==> config.mk <==
export PLATFORM = sky130hd
export DESIGN_NAME = gmii_rx_deframer
export DESIGN_NICKNAME = d
export VERILOG_FILES = /design/src/rtl/eth_pkg.sv /design/src/rtl/crc32_d8.sv /design/src/rtl/gmii_rx_deframer.sv
export SDC_FILE = /design/constraint.sdc
export NUM_CORES = 1
export LEC_CHECK = 0
export ABC_AREA = 1
export CELL_PAD_IN_SITES_DETAIL_PLACEMENT = 1
export CELL_PAD_IN_SITES_GLOBAL_PLACEMENT = 1
export CORE_MARGIN = 2
export CORE_UTILIZATION = 38
export CTS_CLUSTER_SIZE = 30
export DETAILED_ROUTE_END_ITERATION = 8
export GPL_ROUTABILITY_DRIVEN = 0
export PLACE_DENSITY = 0.83
export SKIP_LAST_GASP = 1
export SLEW_MARGIN = 20
export SYNTH_ARGS = -nofsm -noshare
export SYNTH_HDL_FRONTEND = slang
export SYNTH_HIERARCHICAL = 1
export SYNTH_SLANG_ARGS = --single-unit
==> constraint.sdc <==
create_clock -name sys_clk -period 8 [get_ports sys_clk]
set_input_delay 1.6 -clock sys_clk [delete_from_list [all_inputs] [get_ports sys_clk]]
set_output_delay 1.6 -clock sys_clk [all_outputs]
set_load 0.05 [all_outputs]
==> src/rtl/eth_pkg.sv <==
// Shared Ethernet constants and the GMII receive FSM encoding.
package eth_pkg;

    localparam logic [7:0]  PREAMBLE_BYTE = 8'h55;
    localparam logic [7:0]  SFD_BYTE      = 8'hD5;

    localparam logic [31:0] CRC_POLY      = 32'h04C11DB7;
    localparam logic [31:0] CRC_INIT      = 32'hFFFFFFFF;
    localparam logic [31:0] CRC_RESIDUE   = 32'hDEBB20E3;

    typedef enum logic [1:0] {
        ST_IDLE     = 2'd0,
        ST_PREAMBLE = 2'd1,
        ST_DATA     = 2'd2,
        ST_DROP     = 2'd3
    } rx_state_t;

    // The serial CRC shifts LSB-first, so it needs the polynomial bit-reversed.
    function automatic logic [31:0] bit_rev32(input logic [31:0] v);
        logic [31:0] r;
        for (int i = 0; i < 32; i++) begin
            r[i] = v[31-i];
        end
        return r;
    endfunction

endpackage

==> src/rtl/crc32_d8.sv <==
// Combinational CRC-32 (reflected) update for one byte, data bits taken LSB-first.
module crc32_d8
    import eth_pkg::*;
(
    input  logic [31:0] crc_in,
    input  logic [7:0]  data,
    output logic [31:0] crc_out
);

    logic [31:0] poly_refl;
    logic [31:0] c;

    assign poly_refl = bit_rev32(CRC_POLY);

    always_comb begin
        c = crc_in;
        for (int i = 0; i < 8; i++) begin
            if (c[0] ^ data[i]) begin
                c = (c >> 1) ^ poly_refl;
            end else begin
                c = c >> 1;
            end
        end
        crc_out = c;
    end

endmodule

==> src/rtl/gmii_rx_deframer.sv <==
// GMII receive front end: strips preamble/SFD, checks and removes FCS,
// frames the byte stream with sof/eof/good/len and keeps receive statistics.
//
// state    | meaning
// ---------+------------------------------------------------------------
// IDLE     | between frames, waiting for dv with a preamble byte
// PREAMBLE | counting 0x55 bytes, waiting for the SFD
// DATA     | frame body: CRC, byte count, 5-deep delay line; dv low flushes
// DROP     | bad start seen, discard until dv drops
module gmii_rx_deframer
    import eth_pkg::*;
#(
    parameter int MIN_LEN      = 60,
    parameter int MAX_LEN      = 1514,
    parameter int MIN_PREAMBLE = 1
) (
    input  logic        sys_clk,
    input  logic        sys_rst,
    input  logic [7:0]  gmii_rxd,
    input  logic        gmii_rx_dv,
    output logic [7:0]  rx_data,
    output logic        rx_valid,
    output logic        rx_sof,
    output logic        rx_eof,
    output logic        rx_good,
    output logic [10:0] rx_len,
    output logic [31:0] stat_frames_ok,
    output logic [31:0] stat_crc_err,
    output logic [31:0] stat_len_err,
    output logic [31:0] stat_pre_err
);

    rx_state_t   state, state_nxt;
    logic [7:0]  rxd_q;
    logic        dv_q;
    logic [2:0]  pre_cnt;
    logic [31:0] crc_q, crc_nxt;
    logic [11:0] byte_cnt;
    logic [7:0]  dl [0:4];

    logic        pre_load, pre_inc, start, take, flush, pre_err;
    logic [11:0] len12;
    logic [10:0] len_sat;
    logic        len_bad, crc_ok, line_full;

    crc32_d8 u_crc (
        .crc_in  (crc_q),
        .data    (rxd_q),
        .crc_out (crc_nxt)
    );

    // Data length is everything received minus the 4 FCS bytes still in the delay line.
    assign len12     = byte_cnt - 12'd4;
    assign len_sat   = (len12 > 12'd2047) ? 11'h7FF : len12[10:0];
    assign len_bad   = (byte_cnt < 12'd5) || (int'(len12) < MIN_LEN) || (int'(len12) > MAX_LEN);
    assign crc_ok    = (crc_q == CRC_RESIDUE);
    assign line_full = (byte_cnt >= 12'd5);

    always_ff @(posedge sys_clk or posedge sys_rst) begin
        if (sys_rst) begin
            state <= ST_IDLE;
        end else begin
            state <= state_nxt;
        end
    end

    always_comb begin
        state_nxt = state;
        pre_load  = 1'b0;
        pre_inc   = 1'b0;
        start     = 1'b0;
        take      = 1'b0;
        flush     = 1'b0;
        pre_err   = 1'b0;
        case (state)
            ST_IDLE: begin
                if (dv_q) begin
                    if (rxd_q == PREAMBLE_BYTE) begin
                        state_nxt = ST_PREAMBLE;
                        pre_load  = 1'b1;
                    end else begin
                        state_nxt = ST_DROP;
                        pre_err   = 1'b1;
                    end
                end
            end
            ST_PREAMBLE: begin
                if (!dv_q) begin
                    state_nxt = ST_IDLE;
                end else if (rxd_q == PREAMBLE_BYTE) begin
                    pre_inc = 1'b1;
                end else if (rxd_q == SFD_BYTE && int'(pre_cnt) >= MIN_PREAMBLE) begin
                    state_nxt = ST_DATA;
                    start     = 1'b1;
                end else begin
                    state_nxt = ST_DROP;
                    pre_err   = 1'b1;
                end
            end
            ST_DATA: begin
                if (dv_q) begin
                    take = 1'b1;
                end else begin
                    flush     = 1'b1;
                    state_nxt = ST_IDLE;
                end
            end
            ST_DROP: begin
                if (!dv_q) begin
                    state_nxt = ST_IDLE;
                end
            end
            default: state_nxt = ST_IDLE;
        endcase
    end

    always_ff @(posedge sys_clk or posedge sys_rst) begin
        if (sys_rst) begin
            rxd_q          <= 8'h00;
            dv_q           <= 1'b0;
            pre_cnt        <= 3'd0;
            crc_q          <= CRC_INIT;
            byte_cnt       <= 12'd0;
            for (int i = 0; i < 5; i++) begin
                dl[i] <= 8'h00;
            end
            rx_data        <= 8'h00;
            rx_valid       <= 1'b0;
            rx_sof         <= 1'b0;
            rx_eof         <= 1'b0;
            rx_good        <= 1'b0;
            rx_len         <= 11'd0;
            stat_frames_ok <= 32'd0;
            stat_crc_err   <= 32'd0;
            stat_len_err   <= 32'd0;
            stat_pre_err   <= 32'd0;
        end else begin
            rxd_q    <= gmii_rxd;
            dv_q     <= gmii_rx_dv;
            rx_data  <= 8'h00;
            rx_valid <= 1'b0;
            rx_sof   <= 1'b0;
            rx_eof   <= 1'b0;
            rx_good  <= 1'b0;
            rx_len   <= 11'd0;

            if (pre_load) begin
                pre_cnt <= 3'd1;
            end else if (pre_inc && pre_cnt != 3'd7) begin
                pre_cnt <= pre_cnt + 3'd1;
            end

            if (start) begin
                crc_q    <= CRC_INIT;
                byte_cnt <= 12'd0;
            end

            if (take) begin
                crc_q <= crc_nxt;
                if (byte_cnt != 12'hFFF) begin
                    byte_cnt <= byte_cnt + 12'd1;
                end
                dl[0] <= rxd_q;
                for (int i = 1; i < 5; i++) begin
                    dl[i] <= dl[i-1];
                end
                // A new byte proves the oldest one is not FCS, so it can leave.
                if (line_full) begin
                    rx_data  <= dl[4];
                    rx_valid <= 1'b1;
                    rx_sof   <= (byte_cnt == 12'd5);
                end
            end

            if (flush) begin
                if (line_full) begin
                    rx_data  <= dl[4];
                    rx_valid <= 1'b1;
                    rx_sof   <= (byte_cnt == 12'd5);
                    rx_eof   <= 1'b1;
                    rx_good  <= !len_bad && crc_ok;
                    rx_len   <= len_sat;
                end
                if (len_bad) begin
                    stat_len_err <= stat_len_err + 32'd1;
                end else if (!crc_ok) begin
                    stat_crc_err <= stat_crc_err + 32'd1;
                end else begin
                    stat_frames_ok <= stat_frames_ok + 32'd1;
                end
            end

            if (pre_err) begin
                stat_pre_err <= stat_pre_err + 32'd1;
            end
        end
    end

endmodule

# Word level (Yosys, flattened, before mapping)
# Cells that the tools add are included.
# word_totals
mem_bits_rw,0
latchBits,0
memories,0
input_bits,11
mem_bits_ro,0
reg_bits,249
# op_classes
magnitude_cmp,6
addsub,7
div,0
n_reduce_logical,14
mux,58
mul,0
n_bitwise,18
n_shift,0
n_eq_ne,12
# ops
operator,count
$mux W32,10
$add A32 B1 Y32 const B,4
$not A13 Y14,8
$mux W12,3
$mux W11,3
$eq A32 B32 Y1 const B,1
$mux W8,4
$mux W1,29
$gt A12 B11 Y1 const B,2
$add A12 B1 Y12 const B,1
$eq A12 B3 Y1 const B,1
$ge A12 B3 Y1 const B,1
$lt A12 B3 Y1 const B,1
$lt A12 B6 Y1 const B,1
$ne A12 B12 Y1 const B,1
$sub A12 B3 Y12 const B,1
$mux W2,5
$reduce_and A3 Y1,3
$eq A8 B7 Y1 const B,1
$eq A8 B8 Y1 const B,1
$xor A1 B1 Y1,8
$mux W3,2
$ne A3 B3 Y1 const B,2
$pmux W2 S3,1
14 further kinds,21

# Logic depth before layout (Yosys ltp)
# Gate-level depths: netlist (run 1).
# logic_depth
word_depth,17
ltp_mapped,15

# Hierarchy
# Netlist (run 1), hierarchy kept.
# modules_own_cells
mod,cells_per_inst,area_per_inst_um2,seq_area_each_um2,n_inst
gmii_rx_deframer,1611,12849.8,6271.0,1
crc32_d8,195,1233.7,0.0,1

# Worst setup path after synthesis (run 1)
# No wires, ideal clock.
# synth_path
path_type,reg-to-output
startpoint,register stat_len_err[23]
endpoint,output port stat_len_err[23]
t_arrival_ps,694
slack_ps,5706
path_stages_with_launch,1
path_buffers,0
path_cell_list,dfrtp_1
# synth_lines
element,line,rtl
from (decl),gmii_rx_deframer.sv:29,"output logic [31:0] stat_len_err,"
from (signal assigned),gmii_rx_deframer.sv:185,stat_len_err <= stat_len_err + 32'd1;
# No word-level cell between the ends.

# Final worst setup path (run 1)
# layout_path
startpoint,register stat_crc_err[18]
endpoint,output port stat_crc_err[18]
# layout_lines
element,line,rtl
from (decl),gmii_rx_deframer.sv:28,"output logic [31:0] stat_crc_err,"
from (signal assigned),gmii_rx_deframer.sv:187,stat_crc_err <= stat_crc_err + 32'd1;
# No word-level cell between the ends.

==> results of run 1 <==
==> per-stage QoR <==
stage / instances / utilization [%] / hold WS, ns / worst slack, ns / instance area (um2)
finish: 2453 / 46.94 / 0.4509 / 4.402 / 17140
global route: 2453 / 46.94 / 0.4781 / 4.283 / 17140
CTS: 2452 / 46.93 / 0.4640 / 4.398 / 17140
detailed placement: 2396 / 44.15 / 0.4586 / 4.274 / 16120
global placement: 2396 / 44.15 / 0.4536 / 4.339 / 16120
floorplan: 1806 / - / 0.4422 / 3.152 / 14090
==> cells in the mapped netlist, types with 2 or more instances <==
master    instances
a21oi_1          32
buf_2            12
buf_4             6
buf_6             4
clkbuf_1         26
dfrtp_1         217
dfstp_2          32
ha_1             15
inv_1           154
inv_2             5
nand2_1         620
nand2_2          24
nand2_4           9
nand3_1         125
nand3b_1          3
nand4_1          51
nor2_1          139
nor2_2            5
nor2_4            2
nor3_1           41
nor3b_1           2
nor4_1           29
o21ai_0          40
o21ai_1           7
o22a_1           19
xnor2_1          67
xor2_1          105
xor2_2            2
==> worst max path at each step <==
stage,from,cells past startpoint,endpoint,slack (ns)
global route,rxd_q[0],8,crc_q[14],4.28
floorplan,sys_rst,1,byte_cnt[0],3.15
CTS,stat_crc_err[18],1,stat_crc_err[18],4.40
detailed placement,sys_rst,4,byte_cnt[9],4.27
global placement,sys_rst,4,byte_cnt[9],4.34
finish,stat_crc_err[18],1,stat_crc_err[18],4.40
==> flip-flops by register name, indices dropped and copies added (netlist names), 8 cells and up <==
name and cells:
dl 40, crc_q 32, stat_crc_err 32, stat_frames_ok 32
stat_len_err 32, stat_pre_err 32, byte_cnt 12, rx_len 11
rx_data 8, rxd_q 8
==> power by group through the flow <==
stage               logic [mW]  clock network, mW  registers (mW)
floorplan                 1.10                  0            1.84
global placement          1.54                  0            1.74
detailed placement        1.61                  0            1.75
CTS                       1.63               1.43            1.74
global route              1.81               1.49            1.77
finish                    1.62               1.40            1.74
==> placed cells by master, fill, tap and decap left out, types with 7 or more instances in the layout <==
master,n
nor3_1,41
dfrtp_1,217
nand2_4,9
clkbuf_16,30
inv_1,153
a21oi_1,32
xor2_1,105
o21ai_1,7
buf_4,8
nand2_1,620
ha_1,15
dfstp_2,32
xnor2_1,67
nand2_2,24
clkbuf_1,10
nor2_1,138
nor4_1,29
nand4_1,51
o22a_1,19
clkdlybuf4s50_1,161
o21ai_0,40
nand3_1,125
==> routing by layer <==
metal | global-route usage [%] | vias to the layer above | part of all wire, %
met5 | 0 | - | 0
met4 | 5.471 | 0 | 2.4
met3 | 2.806 | 63 | 3.5
met2 | 37.56 | 228 | 50
met1 | 27.86 | 6347 | 44
li1 | - | 6074 | -
==> cells by family after synthesis <==
family          after synthesis
fa+ha+maj                    15
simple gates               1058
compound gates              100
xor+xnor                    176
buf+inv                     208
flops                       249
==> final cells by class <==
type                    count  share of cell area (%)
multi-input cells        1349                   40.66
diodes                      1                 0.01460
repair buffers            170                   9.867
well taps                 468                   3.416
inverters                 160                   3.532
clock inverters            11                  0.9342
flip-flops and latches    249                   36.58
clock buffers              45                   4.999
==> metrics, run 1 <==
total CTS buffers 30; slowest CP cell clkdlybuf4s50_1; CP Launch Type flip-flop; #FFs+latches synth 249; die height 196.5 um; Leakage 8.173 nW; TNS Setup 0 ns; Core Area 36,520 um2; nets 1,986; CP endpoint kind primary output; post-layout min period 3.598 ns; Fmax achieved 0.2780 GHz; DR iter-0 viols 557; H-tree levels 1; Sw Share 38.24%; Final Max Slew Viols 0; ratio of cells with drive above 1 in the final layout 7.208%; number of global-route vias before repair 13,383; Synth Area in Compound Gates 4.096%; Critical Path RT 6.40 ns; Port Buf Inserts 161; clock sinks 249; Power Internal 2.940 mW; Hold Fails Final Rpt 0; setup violators final 0; Die ar. 38,620 um2; Area Growth Syn to Fin 21.73%; Synth Area in Adders 1.333%; RR Startpoint rxd_q[1]; Reg area 6271 um2; post-synthesis mux area share 0%; TritonRoute pass-1 iters 4; crit path cell chain clkdlybuf4s50_1; actual slew at the worst max-slew pin 1.024 ns; post-synth top area cell dfrtp_1; status completed; routed wire length 40.76 mm; FF-to-FF path depth 7; post-synthesis cell count 1,806; ranking of synthesized cells by area dfrtp_1, nand2_1, xor2_1; Mapped Nets 1,832; CP Buf/Inv Count 1; Largest delay share family, worst path buffers and inverters; worst clock skew 0.03222 ns; ys async rst share 100.0%; clock network power share 29.4%; VDD IR-drop max 0.1725 mV; # fillers 4,472; dpl hpwl 29.17 mm; number of synthesis warnings 6; Synth top area share 38.56%; reg-to-reg endpoint crc_q[14]; # Post-CTS Setup Buffers 0; Max clock buf depth 3; Final ANT Viol Nets 0; Sw Pwr 1.820 mW; unrepaired setup endpoints after global routing false; Worst Path Arrival 2.00 ns; Routed wire per std cell 16.62 um; root buf cell clkbuf_16; Pwr Total 4.761 mW; relative slew slack 31.63%; critical path class flip-flop to primary output; PwrDens 277.7 nW/um2; hold_buf cts 0; HP Start dl[19]; Worst path max stage delay 0.88 ns; Hold Path Cell Cnt 2; via count 12,712; Ports 162; Worst Hold Path EP dl[11]; Cell Area, Synth 14,080 um2; Worst-path clk slew 0.06 ns; synth unique cells 41; FF-to-FF setup slack 4.59 ns; Initial Utilization 38.56%; initial antenna violation count 1; max_cap viols 0; first-pass GRT wire length 68.23 mm; chip width 196.5 um; GRT Total Usage 21.39%; Logic pwr share 34.1%; Clk Latency, worst-skew pair 0.59 ns; sequential power share 36.5%; total global routing overflow 0; crit share post-route 44.97%; combinational family with the most area after synthesis simple AND/OR/NAND/NOR gates; row cnt 70; largest net degree at the start of global routing 140; area of the multi-input gates 6970 um2; Synth Area in Simple Gates 32.69%; Synth Flop Type dfrtp_1; Synth Area in XOR/XNOR 11.32%; DRC viols 0; CTS tree done; Post-CTS Resized 0; sequential fraction of the synthesis area 44.53%; Avg Inst Size Synth 7.798 um2; EDFF count, synth 0; Avg Vias per Cell 5.182; crit path max fanout 8; HP Class flip-flop to flip-flop
Power figures use the tool's default switching activity.
==> run 2: changes to the inputs <==
Settings changed: CORE_UTILIZATION 38 to 42, PLACE_DENSITY 0.83 to 0.87.
Clock period 8 ns to 3.6 ns, I/O delays scaled along.
==> run 2 against run 1 <==
Compared with the run above: register-to-register slack worse by 3.8 ns; first-iteration DRC count rose by 34%; largest power group unchanged; clock skew fell by 0.020 ns; largest cell class unchanged; worst setup slack worse by 3.6 ns; critical path depth up 11; via count about the same; sequential share of layout area is 0.11 points higher.
==> metrics, run 2 (same netlist as run 1, synthesis figures left out) <==
status completed; nets 1,988 (+0.10%); critical path class flip-flop to flip-flop; GRT Total Usage 23.39% (+2.0 points); Clk Latency, worst-skew pair 0.55 ns (-0.04 ns); total global routing overflow 0 (unchanged); PwrDens 612.5 nW/um2 (+120%); CP Launch Type flip-flop; worst clock skew 0.01272 ns (-0.01950 ns); max_cap viols 0 (unchanged); H-tree levels 1 (unchanged); ratio of cells with drive above 1 in the final layout 7.273% (+0.065 points); Post-CTS Resized 0 (unchanged); clock sinks 249 (unchanged); via count 12,708 (-0.031%); Core Area 33,280 um2 (-8.9%); Area Growth Syn to Fin 21.38%; # fillers 4,072 (-8.9%); TritonRoute pass-1 iters 5 (+1); initial antenna violation count 0 (-1); largest net degree at the start of global routing 142 (+1.4%); Port Buf Inserts 161 (unchanged); # Post-CTS Setup Buffers 0 (unchanged); Worst Path Arrival 3.27 ns (+1.27 ns); Ports 162 (unchanged); max reg flops 40 (unchanged); DR iter-0 viols 746 (+34%); Worst-path clk slew 0.06 ns (about the same); crit path max fanout 64 (+56); Final ANT Viol Nets 0 (unchanged); relative slew slack 42.18% (+11 points); Reg with most FFs dl; Hold Fails Final Rpt 0 (unchanged); CP endpoint kind flip-flop; VDD IR-drop max 0.3465 mV (+100%); Antenna diodes 0 (-1); hold slack 0.4670 ns (+0.01607 ns); routed wire length 41.12 mm (+0.88%); setup violators final 0 (unchanged); chip width 187.1 um (-4.8%); row cnt 67 (-4.3%); Leakage 8.178 nW (about the same); dpl hpwl 29.13 mm (-0.13%); Max clock buf depth 3 (unchanged); CTS tree done; Critical Path RT 4.08 ns (-2.32 ns); total CTS buffers 29 (-3.3%); die height 187.1 um (-4.8%); HP Class flip-flop to flip-flop; Final Max Slew Viols 0 (unchanged); root buf cell clkbuf_16; post-layout min period 2.795 ns; first-pass GRT wire length 68.32 mm (+0.12%); Die ar. 35,010 um2 (-9.3%); hold_buf cts 0 (unchanged); unrepaired setup endpoints after global routing false; Fmax achieved 0.3578 GHz; Routed wire per std cell 16.94 um (+1.9%); most frequent cells in the layout nand2_1, dfrtp_1, clkdlybuf4s50_1; actual slew at the worst max-slew pin 0.8664 ns (-0.1580 ns); most common cell after layout, fill and taps aside nand2_1; crit share post-route 77.65%; DRC viols 0 (unchanged); Avg Vias per Cell 5.234 (+1.0%); TNS Setup 0 ns (unchanged); number of global-route vias before repair 13,406 (+0.17%); Initial Utilization 42.32% (+3.8 points)
run 2: changes by cell type in the layout (fill, tap and decap cells not counted), sizes merged:
cell / previous run / this run
diode: 1 / 0
inv: 158 / 159
clkinv: 7 / 4
clkbuf: 45 / 43
bufinv: 3 / 2
clkinvlp: 3 / 1
buf: 9 / 12
run 2: worst paths after layout:
| check | start | endpoint | slack (ns) | depth (start not counted) |
|---|---|---|---|---|
| min | dl[31] | dl[31] | 0.47 | 2 |
| max reg2reg | byte_cnt[2] | stat_frames_ok[14] | 0.80 | 12 |
| min in group asynchronous | sys_rst | rx_len[4] | 0.72 | 3 |
| min reg2reg | dl[31] | dl[31] | 0.47 | 2 |
| max in group asynchronous | sys_rst | byte_cnt[9] | 2.21 | 3 |
| max | byte_cnt[2] | stat_frames_ok[14] | 0.80 | 12 |
run 2: stage by stage:
stage	setup slack, ns	util, %	area [um2]	power, mW	std cells
2_1_floorplan	-0.3676	-	14090	6.529	1806
3_3_place_gp	0.9715	48.46	16130	7.253	2379
3_5_place_dp	0.8622	48.46	16130	7.475	2379
4_1_cts	0.8377	51.36	17090	10.56	2428
5_1_grt	0.5486	51.36	17090	11.10	2428
6_report	0.8048	51.36	17090	10.47	2428
run 2: layer usage:
layer  vias to the layer above  global-route usage [%]  share of wire, %
met5                         -                       0                 0
met4                         0                   6.532               2.5
met3                        82                   3.265               4.2
met2                       296                   42.71                51
met1                      6263                   28.77                43
li1                       6067                       -                 -
run 2: worst max-delay path: stages (launching register included):
cell and delay [ns]:
dfrtp_1 0.50, inv_2 0.17, ha_1 0.30, xnor2_1 0.26, o21ai_0 0.17, nand4_1 0.12, nand2_1 0.06, nand2_1 0.11
nand2_2 0.09, nor2_4 0.07, buf_4 0.56, nand3_1 0.18, nand2_1 0.11
run 2: power by group:
group,internal (mW),switching (mW)
Sequential,3.42,0.425
Clock,1.81,1.16
Combinational,1.26,2.39
Total,6.49,3.98
run 2: final cells by class:
class                      count  area (um2)  share of cell area [%]
sequential                   249        6271                   36.69
inverter                     160       605.6                   3.543
clock inverter                 6       86.33                  0.5051
tap                          448       560.5                   3.279
clock buffer                  43       878.3                   5.138
timing repair buffer         173        1727                   10.10
multi-input combinational   1349        6965                   40.75
